<file path="src/rtl/divisor_pkg.sv">
// Shared constants and types for the digital-clock frequency divider.
package divisor_pkg;

    // Default counter/divisor width and channel limit.
    localparam int WIDTH_DEFAULT = 38;
    localparam int NCH_MAX       = 16;

    // System clock feeding the clock design.
    localparam longint unsigned CLK_HZ = 50_000_000;

    // Divisor D giving a square wave of out_hz: the output period is 2(D+1) cycles.
    function automatic logic [WIDTH_DEFAULT-1:0] div_for_hz(
        input longint unsigned clk_hz,
        input longint unsigned out_hz
    );
        return WIDTH_DEFAULT'(clk_hz / (2 * out_hz) - 1);
    endfunction

    // Named time bases of the clock design.
    localparam logic [WIDTH_DEFAULT-1:0] DIV_1HZ   = div_for_hz(CLK_HZ, 1);     // seconds
    localparam logic [WIDTH_DEFAULT-1:0] DIV_SCAN  = div_for_hz(CLK_HZ, 1000);  // display scan
    localparam logic [WIDTH_DEFAULT-1:0] DIV_BLINK = div_for_hz(CLK_HZ, 2);     // blink
    localparam logic [WIDTH_DEFAULT-1:0] DIV_DEFAULT = DIV_1HZ;

    // What a channel does on a given edge.
    typedef enum logic [1:0] {
        MODO_PARADO = 2'd0,  // disabled or sync strobe: hold at phase zero
        MODO_CUENTA = 2'd1,  // counting inside the period
        MODO_WRAP   = 2'd2   // last cycle of the period
    } modo_e;

endpackage

</file>
<file path="src/rtl/divisor_canal.sv">
// One divider channel: counter, active/pending divisor, square and tick outputs.
module divisor_canal
    import divisor_pkg::*;
#(
    parameter int               WIDTH       = WIDTH_DEFAULT,
    parameter logic [WIDTH-1:0] DIV_DEFAULT = WIDTH'(divisor_pkg::DIV_DEFAULT)
) (
    input  logic             clock,
    input  logic             reset_n,
    input  logic             habilitar,
    input  logic             sincronizar,
    input  logic             wr_sel,
    input  logic [WIDTH-1:0] wr_dato,
    output logic             salida,
    output logic             tick
);

    logic [WIDTH-1:0] count_q, count_d;
    logic [WIDTH-1:0] activo_q, activo_d;
    logic [WIDTH-1:0] pendiente_q, pendiente_d;
    logic             salida_q, salida_d;
    logic             tick_q, tick_d;
    modo_e            modo;

    // Classify this edge; sync overrides the enable, a wrap happens when count reaches the divisor.
    always_comb begin
        if (sincronizar || !habilitar) begin
            modo = MODO_PARADO;
        end else if (count_q == activo_q) begin
            modo = MODO_WRAP;
        end else begin
            modo = MODO_CUENTA;
        end
    end

    // Next-state logic; the pending divisor only reaches activo at a wrap or while stopped.
    always_comb begin
        // NOTE: every output of this block gets a default first so no path leaves it unassigned (no latch).
        count_d     = count_q;
        activo_d    = activo_q;
        salida_d    = salida_q;
        tick_d      = 1'b0;
        pendiente_d = wr_sel ? wr_dato : pendiente_q;
        unique case (modo)
            MODO_PARADO: begin
                count_d  = '0;
                salida_d = 1'b0;
                activo_d = pendiente_q;
            end
            MODO_WRAP: begin
                count_d  = '0;
                salida_d = ~salida_q;
                tick_d   = 1'b1;
                activo_d = pendiente_q;
            end
            MODO_CUENTA: begin
                count_d = count_q + WIDTH'(1);
            end
            default: begin
                count_d = '0;
            end
        endcase
    end

    // State registers with synchronous active-low reset; a write in a reset cycle is dropped.
    always_ff @(posedge clock) begin
        // NOTE: sequential state uses non-blocking assignments so every register samples pre-edge values.
        if (!reset_n) begin
            count_q     <= '0;
            activo_q    <= DIV_DEFAULT;
            pendiente_q <= DIV_DEFAULT;
            salida_q    <= 1'b0;
            tick_q      <= 1'b0;
        end else begin
            count_q     <= count_d;
            activo_q    <= activo_d;
            pendiente_q <= pendiente_d;
            salida_q    <= salida_d;
            tick_q      <= tick_d;
        end
    end

    assign salida = salida_q;
    assign tick   = tick_q;

endmodule

</file>
<file path="src/rtl/divisor_frecuencia_multi.sv">
// Multi-channel programmable frequency divider: write decode plus NCH channel instances.
module divisor_frecuencia_multi
    import divisor_pkg::*;
#(
    parameter int               WIDTH       = WIDTH_DEFAULT,
    parameter int               NCH         = 4,
    parameter int               CW          = (NCH > 1) ? $clog2(NCH) : 1,
    parameter logic [WIDTH-1:0] DIV_DEFAULT = WIDTH'(divisor_pkg::DIV_DEFAULT)
) (
    input  logic             clock,
    input  logic             reset_n,
    input  logic [NCH-1:0]   habilitar,
    input  logic             sincronizar,
    input  logic             wr_en,
    input  logic [CW-1:0]    wr_canal,
    input  logic [WIDTH-1:0] wr_dato,
    output logic [NCH-1:0]   salida,
    output logic [NCH-1:0]   tick
);

    logic [NCH-1:0] wr_sel;

    // One-hot write strobe per channel; out-of-range channel numbers select nothing.
    always_comb begin
        wr_sel = '0;
        for (int i = 0; i < NCH; i++) begin
            wr_sel[i] = wr_en && (wr_canal == CW'(i));
        end
    end

    for (genvar g = 0; g < NCH; g++) begin : g_canal
        divisor_canal #(
            .WIDTH       (WIDTH),
            .DIV_DEFAULT (DIV_DEFAULT)
        ) u_canal (
            .clock       (clock),
            .reset_n     (reset_n),
            .habilitar   (habilitar[g]),
            .sincronizar (sincronizar),
            .wr_sel      (wr_sel[g]),
            .wr_dato     (wr_dato),
            .salida      (salida[g]),
            .tick        (tick[g])
        );
    end

endmodule

</file>
<file path="config.mk">
export PLATFORM = sky130hd
export DESIGN_NAME = divisor_frecuencia_multi
export DESIGN_NICKNAME = d
export VERILOG_FILES = /design/src/rtl/divisor_pkg.sv /design/src/rtl/divisor_canal.sv /design/src/rtl/divisor_frecuencia_multi.sv
export SDC_FILE = /design/constraint.sdc
export NUM_CORES = 1
export LEC_CHECK = 0
export CORE_MARGIN = 2
export CORE_UTILIZATION = 60
export DETAILED_ROUTE_END_ITERATION = 12
export PLACE_DENSITY = 0.78
export SLEW_MARGIN = 30
export SYNTH_ARGS = -nofsm -noshare
export SYNTH_HDL_FRONTEND = slang
export SYNTH_SLANG_ARGS = --single-unit
</file>
<file path="constraint.sdc">
create_clock -name clock -period 2.4 [get_ports clock]
set_input_delay 0.48 -clock clock [delete_from_list [all_inputs] [get_ports clock]]
set_output_delay 0.48 -clock clock [all_outputs]
set_load 0.1 [all_outputs]
</file>
# Yosys cells after proc, flatten, opt, wreduce, memory -nomap -nowiden
# Index checks and enable logic that the tools add are counted.
[word_totals]
regBits = 464
output_inout_bits = 8
elab_cells = 88
[classes]
n_addsub = 4
eq_ne = 15
mux = 16
n_bitwise = 4
n_reduce_logical = 29
[ops]
columns = ["cell", "n"]
rows = [
  ["38-bit by 1-bit adder with 38-bit output (second input constant)", 4],
  ["38-bit equality test", 4],
  ["2-bit two-way mux", 8],
  ["2-bit equality test (second input constant)", 6],
  ["2-bit by 1-bit equality test with 1-bit output (second input constant)", 5],
  ["2-bit logical NOT", 5],
  ["1-bit case mux with 2 select lines", 4],
  ["2-bit AND reduction", 4],
  ["2-bit nonzero test", 4],
  ["2-bit OR reduction", 4],
  ["1-bit logical AND", 4],
  ["1-bit logical NOT", 4],
  ["1-bit logical OR", 4],
  ["1-bit two-way mux", 4],
  ["1-bit NOT", 4],
]

# Logic depth before layout (Yosys ltp)
[logic_depth]
depth_word = 5
depth_mapped = 8
ltp_nobuf = 6

# Cells and area by module
# From an unflattened synthesis, not the netlist that was laid out.
[unflattened]
cells_unflattened = 2596
area_unflattened_um2 = 22298.9
[by_module_without_submodules]
columns = ["module", "instances", "cells_per_inst", "area_per_inst_um2", "seq_area_each_um2"]
rows = [
  ["divisor_canal", 4, 648, 5565.3, 2322.2],
  ["divisor_frecuencia_multi", 1, 4, 37.5, 0.0],
]

# Least setup slack after synthesis
# No wires, ideal clock.
[synth_path]
kind = "reg2reg"
from = "reg g_canal[3].u_canal.count_q[9]"
to = "reg g_canal[3].u_canal.count_q[25]"
t_arrival_ps = 2020
required_ps = 2283
path_slack_ps = 263
stages_incl_launch_ff = 9
n_path_buf = 3
synth_period_minus_slack_ps = 2137
cell_sequence = "dfxtp_1 clkbuf_1 xor2_1 nor4_1 nand4_1 o311ai_1 buf_2 buf_2 nor2_1"
[synth_between]
elab_chain_cells = 5
word_cells_on_any_way = 6
cone_classes = "add/sub: 1; eq/ne: 2; mux: 2; reduce/logical: 1"
[synth_rtl]
columns = ["element", "line_no", "rtl"]
rows = [
  ["start: declaration", "divisor_canal.sv:18", "logic [WIDTH-1:0] count_q, count_d;"],
  ["start signal: assignment", "divisor_canal.sv:75", "count_q <= count_d;"],
  ["parallel branches: the longest is 5 deep, another holds 38-bit by 1-bit adder with 38-bit output", "n/a", ""],
]
# Several ways; the timed one is not identified.
# A chain may end at the register's enable or synchronous reset.

# Worst setup path after layout
[layout_path]
from = "reg g_canal[3].u_canal.count_q[11]"
to = "reg g_canal[3].u_canal.count_q[37]"
# Same word-level chain as after synthesis.

==> results.json <==
{
  "clock_path_buffers": 3,
  "finalCriticalPeriod_ns": 2.272,
  "slew_violations": 0,
  "drt_pass1_iterations": 5,
  "synth_warnings": 0,
  "final_core_util": 0.6771,
  "critPathMaxFanout": 6,
  "peakVddDrop_mv": 0.4976,
  "io_pins": 56,
  "syn_nets": 2706,
  "leakagePower_nw": 9.162,
  "rr_endpoint": "g_canal[3].u_canal.count_q[37]",
  "rows": 70,
  "finalSetupTns_ns": 0,
  "fin_nets": 2641,
  "worstPathArrival_ns": 2.78,
  "drc": 0,
  "setup_viol": 0,
  "final_cell_mix": "dfxtp_1, nand2_1, xor2_1",
  "tightest_slew_ns": 0.6855,
  "ff2ff_path_depth": 5,
  "post_cts_buffers": 0,
  "status": "finished, final reports clean",
  "finalCritPeriodShare": 0.9467,
  "path_delay_family": "simple AND/OR/NAND/NOR gates",
  "hold_path_end": "g_canal[3].u_canal.pendiente_q[11]",
  "root_buffer": "clkbuf_16",
  "clkTransAtPathRegs_ns": 0.06,
  "relSlewSlack": 0.5388,
  "diodes": 0,
  "cp.required_ns": 2.91,
  "final_common_cell": "dfxtp_1",
  "cpMaxStageDelayCell": "or4_4",
  "final-hold-violation-count": 0,
  "drive_above_1_share": 0.06667,
  "avgRoutedWirePerCell_um": 18.28,
  "hold_class": "in -> reg",
  "dieArea_um2": 38170,
  "maxCapViolCount": 0,
  "dieHeight_um": 195.4,
  "ant_nets": 0,
  "numCtsBuffers": 49,
  "grt_pass1_vias": 17360,
  "hold_buffers": 0,
  "fp.coreArea_um2": 36350,
  "grt_pass1_wl_mm": 91.73,
  "initial_utilization": 0.6045,
  "startpoint_type": "register",
  "antenna_found_initial": 0,
  "synth_seq_cells": 464,
  "avgSynthCellArea_um2": 8.278,
  "netlist_instances": 2654,
  "powerDensity_nw_per_um2": 670.6,
  "grt_max_degree": 69,
  "clkLatencyLatePin_ns": 0.60,
  "cts.sinks": 464,
  "max_freq_mhz": 440.1,
  "ys_seq_area_frac": 0.4228,
  "num_vias": 18860,
  "whs_path_depth": 2,
  "routed_wl_mm": 56.53,
  "io_buffers": 55,
  "worst_path_largest_cell_delay_ns": 0.59,
  "synth_cell_types": 39,
  "viasPerCell": 6.097,
  "grt_usage": 0.2933,
  "cp_num_buf_inv": 0,
  "hp-start": "reset_n",
  "grt_overflow": 0,
  "end_kind": "register",
  "syn_to_final_growth_pct": 12.01,
  "cts_tree": "yes",
  "grt_setup_unrepaired": "no",
  "place_congestion": 0.8736,
  "dpl.hpwl_mm": 37.82,
  "fin_worst_skew_ns": 0.01756,
  "crit_chain": "nand4_2 > or4_4 > or3_1 > or4_1 > a21oi_1",
  "htree_levels": 2,
  "synth_area_um2": 21970,
  "dieWidth_um": 195.4,
  "setup.worst_path.class": "reg -> reg",
  "rrSetupSlack_ns": 0.13,
  "drtIter0Drc": 1604,
  "reg2reg_from": "g_canal[3].u_canal.count_q[11]"
}
## power by group
part	internal (mW)	total (mW)	switching [mW]
Combinational	0.361	0.940	0.579
Sequential	7.91	8.04	0.128
Clock	4.34	7.53	3.19
Total	12.6	16.5	3.89
## how the worst max path moves through the flow
stage                     slack, ns  cells past startpoint                             end                      startpoint
after floorplan                0.26                      8  g_canal[3].u_canal.count_q[25]   g_canal[3].u_canal.count_q[9]
after global placement         0.05                      6  g_canal[1].u_canal.activo_q[4]  g_canal[1].u_canal.count_q[27]
after detailed placement      -0.02                      6  g_canal[1].u_canal.activo_q[4]  g_canal[1].u_canal.count_q[27]
after CTS                      0.12                      6  g_canal[1].u_canal.activo_q[4]  g_canal[1].u_canal.count_q[28]
after global routing          0.006                      6  g_canal[3].u_canal.activo_q[0]  g_canal[3].u_canal.count_q[31]
final                          0.13                      5  g_canal[3].u_canal.count_q[37]  g_canal[3].u_canal.count_q[11]
## worst register-to-register path, stage by stage (launching register included)
cell	delay [ns]
dfxtp_1	0.43
nand4_2	0.17
or4_4	0.59
or3_1	0.41
or4_1	0.42
a21oi_1	0.17
## synthesized netlist by cell type (all sizes together)
cell type / number / area [um2]
xnor2: 63 / 551.8
and3: 100 / 625.6
nor2: 186 / 698.2
ha: 4 / 50.05
nand4: 59 / 375.4
nand3b: 1 / 7.510
or4: 92 / 694.4
o2111ai: 63 / 551.8
and3b: 1 / 8.760
nor3b: 1 / 7.510
o311ai: 72 / 630.6
o31ai: 5 / 37.54
a21oi: 35 / 175.2
o211ai: 136 / 1021
clkbuf: 211 / 792.0
or3: 11 / 68.82
or3b: 1 / 8.760
o31a: 4 / 35.03
buf: 27 / 152.7
nor3: 13 / 65.06
a21boi: 84 / 630.6
nor2b: 4 / 25.02
o21ai: 92 / 460.4
nand2: 430 / 1614
nor4: 74 / 469.2
dfxtp: 464 / 9289
and4: 19 / 166.4
and2: 7 / 43.80
xor2: 223 / 1953
or2: 5 / 31.28
inv: 84 / 315.3
nand3: 83 / 415.4
## stage by stage
step	worst slack, ns	area (um2)	cells	total power, mW	hold WS [ns]
2_1_floorplan	0.2627	21970	2654	8.711	0.4357
3_3_place_gp	0.04611	23020	3006	9.097	0.4464
3_5_place_dp	-0.02413	23020	3006	9.126	0.4560
4_1_cts	0.1216	24610	3093	16.58	0.1549
5_1_grt	0.005946	24610	3093	17.00	0.1715
6_report	0.1279	24610	3093	16.50	0.1898
## timing repair
action                                  4_1_cts  5_1_grt
endpoints found under the setup margin       17       13
endpoints found under the hold margin         0        0
gates resized for setup                       1        2
## metal layers
metal  vias to the layer above  global-route usage  wire, um
met1                      8954              0.4095     25510
met4                         0              0.1357      2572
li1                       9274                   -         -
met3                       122             0.03420      2773
met2                       507              0.4562     25680
met5                         -                   0         0
## cell families (layout without fill, tap and decap cells)
family	after synthesis	count (layout)	synth area share
DFF	464	464	0.4228
adders and majority gates	4	4	0.002278
buffers and inverters	322	293	0.05735
AOI/OAI and AO/OA	491	491	0.1612
and+or+nand+nor	1087	1087	0.2424
xor gates and xnor gates	286	286	0.1140
## sequential cells by signal, summed over array words and instances (netlist names)
| name | cells |
|---|---|
| g_canal.u_canal.salida | 4 |
| g_canal.u_canal.pendiente_q | 152 |
| g_canal.u_canal.count_q | 152 |
| g_canal.u_canal.activo_q | 152 |
| g_canal.u_canal.tick | 4 |
## layout make-up
| cell class | count | area [um2] |
|---|---|---|
| repair buffers | 122 | 1289 |
| fillers | 2921 | 11740 |
| clock inverters | 18 | 203.9 |
| clock buffers | 69 | 1381 |
| inverters | 84 | 315.3 |
| flip-flops and latches | 464 | 9289 |
| multi-input cells | 1868 | 11550 |
| well taps | 468 | 585.6 |
(Power assumes the default switching activity.)
